<file path="config.mk">
export PLATFORM = sky130hd
export DESIGN_NAME = rvv_backend_dispatch_uop_seq_flat
export DESIGN_NICKNAME = d
export VERILOG_FILES = /design/src/rtl/rvv_backend_dispatch_uop_seq_if.sv /design/src/rtl/rvv_backend_dispatch_uop_seq.sv /design/src/flat_wrapper.sv
export SDC_FILE = /design/constraint.sdc
export NUM_CORES = 1
export LEC_CHECK = 0
export ABC_CLOCK_PERIOD_IN_PS = 1900
export CAP_MARGIN = 20
export CORE_MARGIN = 1
export CORE_UTILIZATION = 36
export DETAILED_ROUTE_END_ITERATION = 8
export PLACE_DENSITY = 0.87
export SYNTH_ARGS = -nofsm -noshare
export SYNTH_HDL_FRONTEND = slang
export SYNTH_SLANG_ARGS = --single-unit
</file>
<file path="constraint.sdc">
create_clock -name clk -period 1.9 [get_ports clk]
set_input_delay 0.285 -clock clk [delete_from_list [all_inputs] [get_ports clk]]
set_output_delay 0.285 -clock clk [all_outputs]
set_load 0.02 [all_outputs]
</file>
<file path="src/rtl/rvv_backend_dispatch_uop_seq_if.sv">
// Shared types and the port bundle for the dispatch uop sequencer.
//
// rvv_uop_seq_pkg : operand EEW and execution-unit encodings.
// rvv_backend_dispatch_uop_seq_if : descriptor handshake (inst_*), the v0
//   value, the flush kill, the uop handshake with its payload (uop_*), and busy.
//   modport slave  : the sequencer's view. It takes descriptors and presents uops.
//   modport master : the surrounding logic's view. It supplies descriptors and
//                    takes uops.
package rvv_uop_seq_pkg;
  typedef enum logic [1:0] {
    EEW8  = 2'd0,
    EEW16 = 2'd1,
    EEW32 = 2'd2,
    EEW1  = 2'd3
  } EEW_e;

  typedef enum logic [2:0] {
    ALU = 3'd0,
    MUL = 3'd1,
    DIV = 3'd2,
    CMP = 3'd3,
    RDT = 3'd4,
    PMT = 3'd5,
    LSU = 3'd6
  } EXE_UNIT_e;
endpackage

interface rvv_backend_dispatch_uop_seq_if #(
  parameter int VLEN            = 128,
  parameter int UOP_INDEX_WIDTH = 3,
  parameter int VL_WIDTH        = 8,
  parameter int VSTART_WIDTH    = 7
) ();
  import rvv_uop_seq_pkg::*;

  logic                       flush;

  logic                       inst_valid;
  logic                       inst_ready;
  logic [UOP_INDEX_WIDTH-1:0] inst_uop_cnt;
  EEW_e                       inst_vs1_eew;
  EEW_e                       inst_vs2_eew;
  EEW_e                       inst_vd_eew;
  EXE_UNIT_e                  inst_exe_unit;
  logic [VL_WIDTH-1:0]        inst_vl;
  logic [VSTART_WIDTH-1:0]    inst_vstart;
  logic                       inst_vm;
  logic                       inst_ignore_vta;
  logic                       inst_ignore_vma;
  logic [VLEN-1:0]            v0_in;

  logic                       uop_valid;
  logic                       uop_ready;
  logic [UOP_INDEX_WIDTH-1:0] uop_index;
  logic                       uop_last;
  EEW_e                       uop_vs1_eew;
  EEW_e                       uop_vs2_eew;
  EEW_e                       uop_vd_eew;
  EXE_UNIT_e                  uop_exe_unit;
  logic [VL_WIDTH-1:0]        uop_vl;
  logic [VSTART_WIDTH-1:0]    uop_vstart;
  logic                       uop_vm;
  logic                       uop_ignore_vta;
  logic                       uop_ignore_vma;
  logic [VLEN-1:0]            uop_v0;

  logic                       busy;

  modport slave (
    input  flush,
    input  inst_valid, inst_uop_cnt, inst_vs1_eew, inst_vs2_eew, inst_vd_eew,
           inst_exe_unit, inst_vl, inst_vstart, inst_vm, inst_ignore_vta,
           inst_ignore_vma, v0_in,
    output inst_ready,
    input  uop_ready,
    output uop_valid, uop_index, uop_last, uop_vs1_eew, uop_vs2_eew, uop_vd_eew,
           uop_exe_unit, uop_vl, uop_vstart, uop_vm, uop_ignore_vta,
           uop_ignore_vma, uop_v0,
    output busy
  );

  modport master (
    output flush,
    output inst_valid, inst_uop_cnt, inst_vs1_eew, inst_vs2_eew, inst_vd_eew,
           inst_exe_unit, inst_vl, inst_vstart, inst_vm, inst_ignore_vta,
           inst_ignore_vma, v0_in,
    input  inst_ready,
    output uop_ready,
    input  uop_valid, uop_index, uop_last, uop_vs1_eew, uop_vs2_eew, uop_vd_eew,
           uop_exe_unit, uop_vl, uop_vstart, uop_vm, uop_ignore_vta,
           uop_ignore_vma, uop_v0,
    input  busy
  );
endinterface

</file>
<file path="src/rtl/rvv_backend_dispatch_uop_seq.sv">
// Dispatch uop sequencer. It takes one decoded vector instruction and its v0
// snapshot, then presents the instruction's uops one per handshake with an
// incrementing index. Leading uops whose elements all lie below vstart are
// skipped when SKIP_PRESTART is set. The last uop is never skipped.
//
// Ports:
//   clk, rst_n : clock and asynchronous active-low reset.
//   io (slave) : flush, the descriptor handshake (inst_*, v0_in), the uop
//                handshake with its registered payload (uop_*), and busy.
module rvv_backend_dispatch_uop_seq
  import rvv_uop_seq_pkg::*;
#(
  parameter int VLEN            = 128,
  parameter int UOP_INDEX_WIDTH = 3,
  parameter int VL_WIDTH        = 8,
  parameter int VSTART_WIDTH    = 7,
  parameter int SKIP_PRESTART   = 1
) (
  input  logic                          clk,
  input  logic                          rst_n,
  rvv_backend_dispatch_uop_seq_if.slave io
);

  localparam int LOG2_VLENB = $clog2(VLEN / 8);

  typedef enum logic {IDLE = 1'b0, ISSUE = 1'b1} state_e;

  state_e                     state_p1, state_nxt;
  logic [UOP_INDEX_WIDTH-1:0] idx_p1, idx_nxt;
  logic [UOP_INDEX_WIDTH-1:0] uop_cnt_p1;
  logic [UOP_INDEX_WIDTH-1:0] first_idx;
  logic                       at_last;
  logic                       accept;

  // The widest operand EEW sets how many elements fit in one uop.
  function automatic logic [1:0] eew_max_shift(input EEW_e a, input EEW_e b, input EEW_e c);
    if (a == EEW32 || b == EEW32 || c == EEW32) return 2'd2;
    else if (a == EEW16 || b == EEW16 || c == EEW16) return 2'd1;
    else return 2'd0;
  endfunction

  // Index of the first uop holding any element at or above vstart, capped at
  // the last uop so that an instruction always emits at least one uop.
  function automatic logic [UOP_INDEX_WIDTH-1:0] prestart_idx(
    input logic [VSTART_WIDTH-1:0]    vstart,
    input logic [1:0]                 max_shift,
    input logic [UOP_INDEX_WIDTH-1:0] cnt
  );
    logic [4:0]              epu_shift;
    logic [VSTART_WIDTH-1:0] uop_of_vstart;
    logic [VSTART_WIDTH-1:0] cnt_ext;
    epu_shift     = 5'(LOG2_VLENB) - 5'(max_shift);
    uop_of_vstart = vstart >> epu_shift;
    cnt_ext       = VSTART_WIDTH'(cnt);
    if (uop_of_vstart < cnt_ext) return uop_of_vstart[UOP_INDEX_WIDTH-1:0];
    else return cnt;
  endfunction

  always_comb begin
    if (SKIP_PRESTART == 0 || io.inst_exe_unit == RDT ||
        (io.inst_ignore_vta && io.inst_ignore_vma)) begin
      first_idx = '0;
    end else begin
      first_idx = prestart_idx(io.inst_vstart,
                               eew_max_shift(io.inst_vs1_eew, io.inst_vs2_eew, io.inst_vd_eew),
                               io.inst_uop_cnt);
    end
  end

  assign at_last       = (idx_p1 == uop_cnt_p1);
  assign io.inst_ready = !io.flush &&
                         (state_p1 == IDLE || (io.uop_ready && at_last));
  assign accept        = io.inst_valid && io.inst_ready;

  always_comb begin
    state_nxt = state_p1;
    idx_nxt   = idx_p1;
    if (io.flush) begin
      state_nxt = IDLE;
    end else if (accept) begin
      state_nxt = ISSUE;
      idx_nxt   = first_idx;
    end else if (state_p1 == ISSUE && io.uop_ready) begin
      if (at_last) state_nxt = IDLE;
      else idx_nxt = idx_p1 + 1'b1;
    end
  end

  // ---- stage p1: sequencer state and descriptor snapshot ----
  always_ff @(posedge clk or negedge rst_n) begin
    if (!rst_n) begin
      state_p1          <= IDLE;
      idx_p1            <= '0;
      uop_cnt_p1        <= '0;
      io.uop_vs1_eew    <= EEW8;
      io.uop_vs2_eew    <= EEW8;
      io.uop_vd_eew     <= EEW8;
      io.uop_exe_unit   <= ALU;
      io.uop_vl         <= '0;
      io.uop_vstart     <= '0;
      io.uop_vm         <= 1'b0;
      io.uop_ignore_vta <= 1'b0;
      io.uop_ignore_vma <= 1'b0;
      io.uop_v0         <= '0;
    end else begin
      state_p1 <= state_nxt;
      idx_p1   <= idx_nxt;
      if (accept) begin
        uop_cnt_p1        <= io.inst_uop_cnt;
        io.uop_vs1_eew    <= io.inst_vs1_eew;
        io.uop_vs2_eew    <= io.inst_vs2_eew;
        io.uop_vd_eew     <= io.inst_vd_eew;
        io.uop_exe_unit   <= io.inst_exe_unit;
        io.uop_vl         <= io.inst_vl;
        io.uop_vstart     <= io.inst_vstart;
        io.uop_vm         <= io.inst_vm;
        io.uop_ignore_vta <= io.inst_ignore_vta;
        io.uop_ignore_vma <= io.inst_ignore_vma;
        io.uop_v0         <= io.v0_in;
      end
    end
  end

  assign io.uop_valid = (state_p1 == ISSUE);
  assign io.busy      = (state_p1 == ISSUE);
  assign io.uop_index = idx_p1;
  assign io.uop_last  = (state_p1 == ISSUE) && at_last;

endmodule

</file>
<file path="src/flat_wrapper.sv">
// flat-port wrapper written by rule: the top's interface ports become plain ports
module rvv_backend_dispatch_uop_seq_flat import rvv_uop_seq_pkg::*;
#(
  parameter int VLEN            = 128,
  parameter int UOP_INDEX_WIDTH = 3,
  parameter int VL_WIDTH        = 8,
  parameter int VSTART_WIDTH    = 7,
  parameter int SKIP_PRESTART   = 1
)
  (clk, rst_n, io_flush, io_inst_valid, io_inst_uop_cnt, io_inst_vs1_eew, io_inst_vs2_eew, io_inst_vd_eew, io_inst_exe_unit, io_inst_vl, io_inst_vstart, io_inst_vm, io_inst_ignore_vta, io_inst_ignore_vma, io_v0_in, io_inst_ready, io_uop_ready, io_uop_valid, io_uop_index, io_uop_last, io_uop_vs1_eew, io_uop_vs2_eew, io_uop_vd_eew, io_uop_exe_unit, io_uop_vl, io_uop_vstart, io_uop_vm, io_uop_ignore_vta, io_uop_ignore_vma, io_uop_v0, io_busy);
  rvv_backend_dispatch_uop_seq_if #(.VLEN(VLEN), .UOP_INDEX_WIDTH(UOP_INDEX_WIDTH), .VL_WIDTH(VL_WIDTH), .VSTART_WIDTH(VSTART_WIDTH)) io_i ();
  input  logic clk;
  input  logic rst_n;
  input wire logic [$bits(io_i.flush)-1:0] io_flush;
  input wire logic [$bits(io_i.inst_valid)-1:0] io_inst_valid;
  input wire logic [$bits(io_i.inst_uop_cnt)-1:0] io_inst_uop_cnt;
  input wire logic [$bits(io_i.inst_vs1_eew)-1:0] io_inst_vs1_eew;
  input wire logic [$bits(io_i.inst_vs2_eew)-1:0] io_inst_vs2_eew;
  input wire logic [$bits(io_i.inst_vd_eew)-1:0] io_inst_vd_eew;
  input wire logic [$bits(io_i.inst_exe_unit)-1:0] io_inst_exe_unit;
  input wire logic [$bits(io_i.inst_vl)-1:0] io_inst_vl;
  input wire logic [$bits(io_i.inst_vstart)-1:0] io_inst_vstart;
  input wire logic [$bits(io_i.inst_vm)-1:0] io_inst_vm;
  input wire logic [$bits(io_i.inst_ignore_vta)-1:0] io_inst_ignore_vta;
  input wire logic [$bits(io_i.inst_ignore_vma)-1:0] io_inst_ignore_vma;
  input wire logic [$bits(io_i.v0_in)-1:0] io_v0_in;
  output wire logic [$bits(io_i.inst_ready)-1:0] io_inst_ready;
  input wire logic [$bits(io_i.uop_ready)-1:0] io_uop_ready;
  output wire logic [$bits(io_i.uop_valid)-1:0] io_uop_valid;
  output wire logic [$bits(io_i.uop_index)-1:0] io_uop_index;
  output wire logic [$bits(io_i.uop_last)-1:0] io_uop_last;
  output wire logic [$bits(io_i.uop_vs1_eew)-1:0] io_uop_vs1_eew;
  output wire logic [$bits(io_i.uop_vs2_eew)-1:0] io_uop_vs2_eew;
  output wire logic [$bits(io_i.uop_vd_eew)-1:0] io_uop_vd_eew;
  output wire logic [$bits(io_i.uop_exe_unit)-1:0] io_uop_exe_unit;
  output wire logic [$bits(io_i.uop_vl)-1:0] io_uop_vl;
  output wire logic [$bits(io_i.uop_vstart)-1:0] io_uop_vstart;
  output wire logic [$bits(io_i.uop_vm)-1:0] io_uop_vm;
  output wire logic [$bits(io_i.uop_ignore_vta)-1:0] io_uop_ignore_vta;
  output wire logic [$bits(io_i.uop_ignore_vma)-1:0] io_uop_ignore_vma;
  output wire logic [$bits(io_i.uop_v0)-1:0] io_uop_v0;
  output wire logic [$bits(io_i.busy)-1:0] io_busy;
  assign io_i.flush = io_flush;
  assign io_i.inst_valid = io_inst_valid;
  assign io_i.inst_uop_cnt = io_inst_uop_cnt;
  assign io_i.inst_vs1_eew = io_inst_vs1_eew;
  assign io_i.inst_vs2_eew = io_inst_vs2_eew;
  assign io_i.inst_vd_eew = io_inst_vd_eew;
  assign io_i.inst_exe_unit = io_inst_exe_unit;
  assign io_i.inst_vl = io_inst_vl;
  assign io_i.inst_vstart = io_inst_vstart;
  assign io_i.inst_vm = io_inst_vm;
  assign io_i.inst_ignore_vta = io_inst_ignore_vta;
  assign io_i.inst_ignore_vma = io_inst_ignore_vma;
  assign io_i.v0_in = io_v0_in;
  assign io_inst_ready = io_i.inst_ready;
  assign io_i.uop_ready = io_uop_ready;
  assign io_uop_valid = io_i.uop_valid;
  assign io_uop_index = io_i.uop_index;
  assign io_uop_last = io_i.uop_last;
  assign io_uop_vs1_eew = io_i.uop_vs1_eew;
  assign io_uop_vs2_eew = io_i.uop_vs2_eew;
  assign io_uop_vd_eew = io_i.uop_vd_eew;
  assign io_uop_exe_unit = io_i.uop_exe_unit;
  assign io_uop_vl = io_i.uop_vl;
  assign io_uop_vstart = io_i.uop_vstart;
  assign io_uop_vm = io_i.uop_vm;
  assign io_uop_ignore_vta = io_i.uop_ignore_vta;
  assign io_uop_ignore_vma = io_i.uop_ignore_vma;
  assign io_uop_v0 = io_i.uop_v0;
  assign io_busy = io_i.busy;
  rvv_backend_dispatch_uop_seq #(.VLEN(VLEN), .UOP_INDEX_WIDTH(UOP_INDEX_WIDTH), .VL_WIDTH(VL_WIDTH), .VSTART_WIDTH(VSTART_WIDTH), .SKIP_PRESTART(SKIP_PRESTART)) u_core (.clk(clk), .rst_n(rst_n), .io(io_i));
endmodule
</file>
== Yosys cells after proc, flatten, opt, wreduce, memory -nomap -nowiden ==
Cells that the tools add are included.
Word-level totals
  flip-flop bits (word level): 162
  bits in latches: 0
  memory bits (writable): 0
  bits in read-only memories: 0
  input bits: 163
  output and inout bits: 162
  memories kept: 0
Cells by class
  add/sub/neg operators: 2
  multiply operators: 0
  divide/modulo/power cells: 0
  $lt $le $gt $ge: 1
  equality and inequality tests: 9
  shift-type cells: 1
  multiplexer cells: 12
  bitwise gates (word level): 2
  reduce and logical (&&, ||, !) cells: 18
Operators with widths (count)
  3-bit two-way mux: 5
  7-bit by 3-bit < comparator with 1-bit output: 1
  7-bit by 5-bit right shift with 7-bit output: 1
  2-bit by 1-bit equality test with 1-bit output, second input constant: 3
  2-bit equality test, second input constant: 3
  1-bit logical AND: 6
  1-bit logical OR: 6
  3-bit nonzero test: 2
  1-bit two-way mux: 5
  2-bit two-way mux: 2
  3-bit by 2-bit subtractor with 4-bit output, first input constant: 1
  3-bit by 1-bit adder with 3-bit output, second input constant: 1
  3-bit equality test: 1
  3-bit equality test, second input constant: 1
  3-bit AND reduction: 1
  2-bit inequality test, second input constant: 1
  1-bit inverter: 2
  2-bit AND reduction: 1
  2-bit nonzero test: 1
  1-bit logical NOT: 1

== Longest topological paths before layout ==
  word-level depth: 12
  depth in mapped cells: 10

== Least setup slack after synthesis ==
No wires, ideal clock.
  path type: register to register
  from: register u_core.idx_p1[0] (netlist: u_core.io.uop_index[0])
  to: register u_core.io.uop_v0[48] (netlist bit)
  library setup time: 125 ps
  arrival time: 1880 ps
  data required time: 1775 ps
  setup slack: -105 ps
  stages on the path, launching flop included: 8
  path buffers: 3
  clock period less this slack: 2005 ps
  path through: dfrtp_1 xnor2_1 a41oi_2 nor3b_2 buf_6 buf_6 buf_4 mux2_2
Between the ends
  longest elaborated chain between the ends: 5
RTL lines
  start: declaration: RTL line rvv_backend_dispatch_uop_seq.sv:29  | logic [UOP_INDEX_WIDTH-1:0] idx_p1, idx_nxt;
  start signal: assignment: RTL line rvv_backend_dispatch_uop_seq.sv:107  | idx_p1 <= idx_nxt;
  3-bit equality test: RTL line rvv_backend_dispatch_uop_seq.sv:70  | assign at_last = (idx_p1 == uop_cnt_p1);
  1-bit logical AND: RTL line rvv_backend_dispatch_uop_seq.sv:72  | (state_p1 == IDLE || (io.uop_ready && at_last));
  1-bit logical OR: RTL line rvv_backend_dispatch_uop_seq.sv:72
  1-bit logical AND: RTL line rvv_backend_dispatch_uop_seq.sv:71  | assign io.inst_ready = !io.flush &&
  1-bit logical AND: RTL line rvv_backend_dispatch_uop_seq.sv:73  | assign accept = io.inst_valid && io.inst_ready;
  end signal: assignment: RTL line rvv_backend_dispatch_uop_seq.sv:119  | io.uop_v0 <= io.v0_in;
  end: declaration: RTL line rvv_backend_dispatch_uop_seq_if.sv:78  | uop_ignore_vma, uop_v0,
No other way between the ends.
A chain may end at the register's enable or synchronous reset.

== Worst setup path in the final report ==
  from: register u_core.idx_p1[1] (netlist: u_core.io.uop_index[1])
  to: register u_core.io.uop_v0[72] (netlist bit)
The elaborated chain is that of the path after synthesis.

==> run_results.csv <==
group,metric,value,unit
sta,timing.slew.headroom,0.640,
yosys,synth_mux_area_frac,0.283,
sta,setup_ws,-0.135,ns
die,floorplan.initialDensity,0.371,
status,status,"finished, violations left",
yosys,synth_xor_area_frac,0.00544,
place,dpl_cell_area,10200,um2
yosys,synthesis.area,6440,um2
yosys,avgSynthCellArea,15.7,um2
yosys,yosys_most_used_dff,"dfrtp_1",
die,die_h,136,um
sta,worstMarginPinSlew,0.540,ns
job,cap_violations,0,
clock_network,cts_max_level,4,
place,dp_hpwl,13.1,mm
drt,drc_errors,0,
power_and_ir_drop,cellPowerDensity,1230,nW/um2
clock_network,numCtsBuffers,17,
cells_and_area,syn_to_final_growth,76.5,%
die,core,17400,um2
clock_network,cts_buffer_depth,2,
yosys,synth_top_family_by_area,"multiplexers",
global_routing,first_global_vias,5269,
drt,first_pass_iters,4,
global_routing,antenna_found_initial,0,
sta,drv_slew,0,
sta,finalSetupViolations,162,
global_routing,track_usage,0.200,
setup_path,crit_required,2.21,ns
yosys,synth.distinct_cells,31,
yosys,synth_fp_nets,575,
setup_path,critPathKind,"register to register",
setup_path,crit_path_end_kind,"register",
yosys,async_flop_share,1.00,
cells_and_area,final_layout_size_suffix_gt1_frac,0.337,
die,io_pins,325,
power_and_ir_drop,finalPower,13900,uW
yosys,yosys-top-cells-area,"dfrtp_1, mux2_2, buf_6",
yosys,synthCells,409,
place,routabilityCongestion,0.848,
drt,wirelength,19.1,mm
drt,drtIter0Drc,204,
die,die_area,18400,um2
cells_and_area,seqCellArea,4060,um2
sta,fmax,0.491,GHz
die,rows,48,
cells_and_area,nNetsFinal,956,
power_and_ir_drop,p_leak,0.00482,uW
drt,avgRoutedWirePerCell,18.6,um
yosys,synth_edf_count,0,
clock_network,cts_tree,"built",
yosys,yosys.area_share.simple,0.0255,
sta,fin_crit_sh,1.07,
clock_network,insertion_delay,0.42,ns
yosys,yosysTopAreaCell,"dfrtp_1",
cells_and_area,multi_input_comb_area,2500,um2
place,io_buffers,324,
yosys,synth_compound_area_frac,0.0220,
sta,clock_skew,0.00600,ns
clock_network,clock_sinks,162,
yosys,synth_top_area_share,0.630,
clock_network,clkTransAtPathRegs,0.07,ns
sta,fin_crit,2.04,ns
status,violations,"negative setup slack",
setup_path,crit_path_max_fanout,9,
yosys,ys_seq_area_frac,0.630,
cells_and_area,diodes,0,
global_routing,overflow,0,
cells_and_area,fillers,1258,
cells_and_area,design_area,11400,um2
min_path,min_path_type,"primary input to register",
yosys,yosysWarnings,0,
global_routing,grt_max_degree,54,
power_and_ir_drop,ir_drop,694,uV
yosys,synth_common_cells,"dfrtp_1, mux2_2, nor2_1",
global_routing,grt_first_pass_wirelength,27.8,mm
yosys,synthMostInstantiatedCell,"dfrtp_1",
sta,finalHoldViolCount,0,
yosys,synth-adder-area-share,0.00583,
drt,vias,4892,
yosys,yosys_register_bits,162,
drt,ant_nets,0,
drt,via_per_inst,4.76,
clock_network,cts_root_buf,"clkbuf_16",
setup_path,cp.arrival,2.35,ns
setup_path,cp-start-kind,"register",
sta,rsz0062_at_grt,"yes",
die,die_w,136,um
==> logic make-up after synthesis <==
kind of cell    Yosys count
mux                     162
xor+xnor                  4
fa+ha+maj                 3
buf+inv                  27
flops                   162
compound gates           20
simple gates             31
==> area by class of cell <==
| class | count | share of cell area |
|---|---|---|
| repair buffers | 382 | 0.345 |
| inverters | 7 | 0.00231 |
| flip-flops and latches | 162 | 0.357 |
| multi-input cells | 220 | 0.220 |
| well taps | 225 | 0.0248 |
| clock buffers | 20 | 0.0402 |
| clock inverters | 12 | 0.0107 |
==> cell usage in the layout (no fill, tap or decap), types with 3 or more instances in the layout <==
cell             netlist  layout
inv_1                  7       7
xnor2_4                0       3
inv_6                  0       3
dfrtp_1              162     157
a21oi_1                6       5
nand3_1                4       4
ha_1                   3       3
mux2i_1                4       4
buf_4                  2      35
nand2_1                5       4
clkinvlp_4             0       3
clkbuf_16              0      19
buf_8                  0       3
nor2_1                10      10
mux2_4                 0      51
buf_6                  9       9
clkdlybuf4s50_1        0     313
nand2b_1               4       3
dfrtp_2                0       5
clkinv_4               0       3
mux2_2               158     107
buf_12                 0       9
dlygate4sd2_1          0       6
==> power breakdown <==
part	switching [uW]	internal (uW)	total (uW)
logic	2440	3190	5630
clock network	1480	1900	3380
registers	546	4380	4930
total	4460	9470	13900
==> registers in the layout, summed over array words and instances (netlist names) <==
register and count:
u_core.io.uop_v0 128, u_core.io.uop_vl 8, u_core.io.uop_vstart 7, u_core.io.uop_exe_unit 3, u_core.io.uop_index 3, u_core.uop_cnt_p1 3
u_core.io.uop_vd_eew 2, u_core.io.uop_vs1_eew 2, u_core.io.uop_vs2_eew 2, u_core.io.busy 1, u_core.io.uop_ignore_vma 1, u_core.io.uop_ignore_vta 1
u_core.io.uop_vm 1
==> metrics by stage <==
| stage | std cells | hold WS, ns | utilization | worst slack (ns) | setup TNS, ns |
|---|---|---|---|---|---|
| 6_report | 1028 | 0.276 | 0.655 | -0.135 | -14.51 |
| 5_1_grt | 1028 | 0.278 | 0.655 | -0.208 | -25.99 |
| 4_1_cts | 1020 | 0.261 | 0.639 | -0.138 | -13.42 |
| 3_5_place_dp | 979 | 0.291 | 0.589 | -0.634 | -31.43 |
| 3_3_place_gp | 979 | 0.292 | 0.589 | -0.554 | -31.66 |
| 2_1_floorplan | 409 | -0.0106 | - | 0.000606 | 0 |
==> what timing repair did <==
item                                    CTS  global route
gates resized for setup                  68            38
cloned                                    3             2
hold buffers                              1             0
endpoints found under the setup margin  162           162
hold endpoints to repair                 47             0
pin swaps                                11             6
buffers inserted                          6             6
==> routing by layer <==
layer  routed length, um  global-route usage
met1                7680               0.232
met2                9760               0.345
met3                1340              0.0670
met4                 295              0.0662
met5                   0                   0
==> worst paths after layout <==
check | start | to | slack [ns] | cells after the start
max in group asynchronous | rst_n | u_core.io.uop_v0[33] | 0.89 | 3
setup / recovery | u_core.io.uop_index[1] | u_core.io.uop_v0[72] | -0.14 | 7
hold reg to reg | u_core.io.uop_vl[1] | u_core.io.uop_vl[1] | 0.50 | 1
min in group asynchronous | rst_n | u_core.io.uop_v0[60] | 0.38 | 2
hold / removal | io_inst_vd_eew[1] | u_core.io.uop_vd_eew[1] | 0.28 | 2
setup reg to reg | u_core.io.uop_index[1] | u_core.io.uop_v0[72] | -0.14 | 7
==> critical path, cell delays in order (launching register included) <==
cell and delay, ns:
dfrtp_2 0.44, xnor2_4 0.22, a41oi_4 0.16, nor3b_4 0.24, buf_4 0.20, buf_12 0.15, clkbuf_16 0.17, mux2_2 0.33
(Power assumes the default switching activity.)
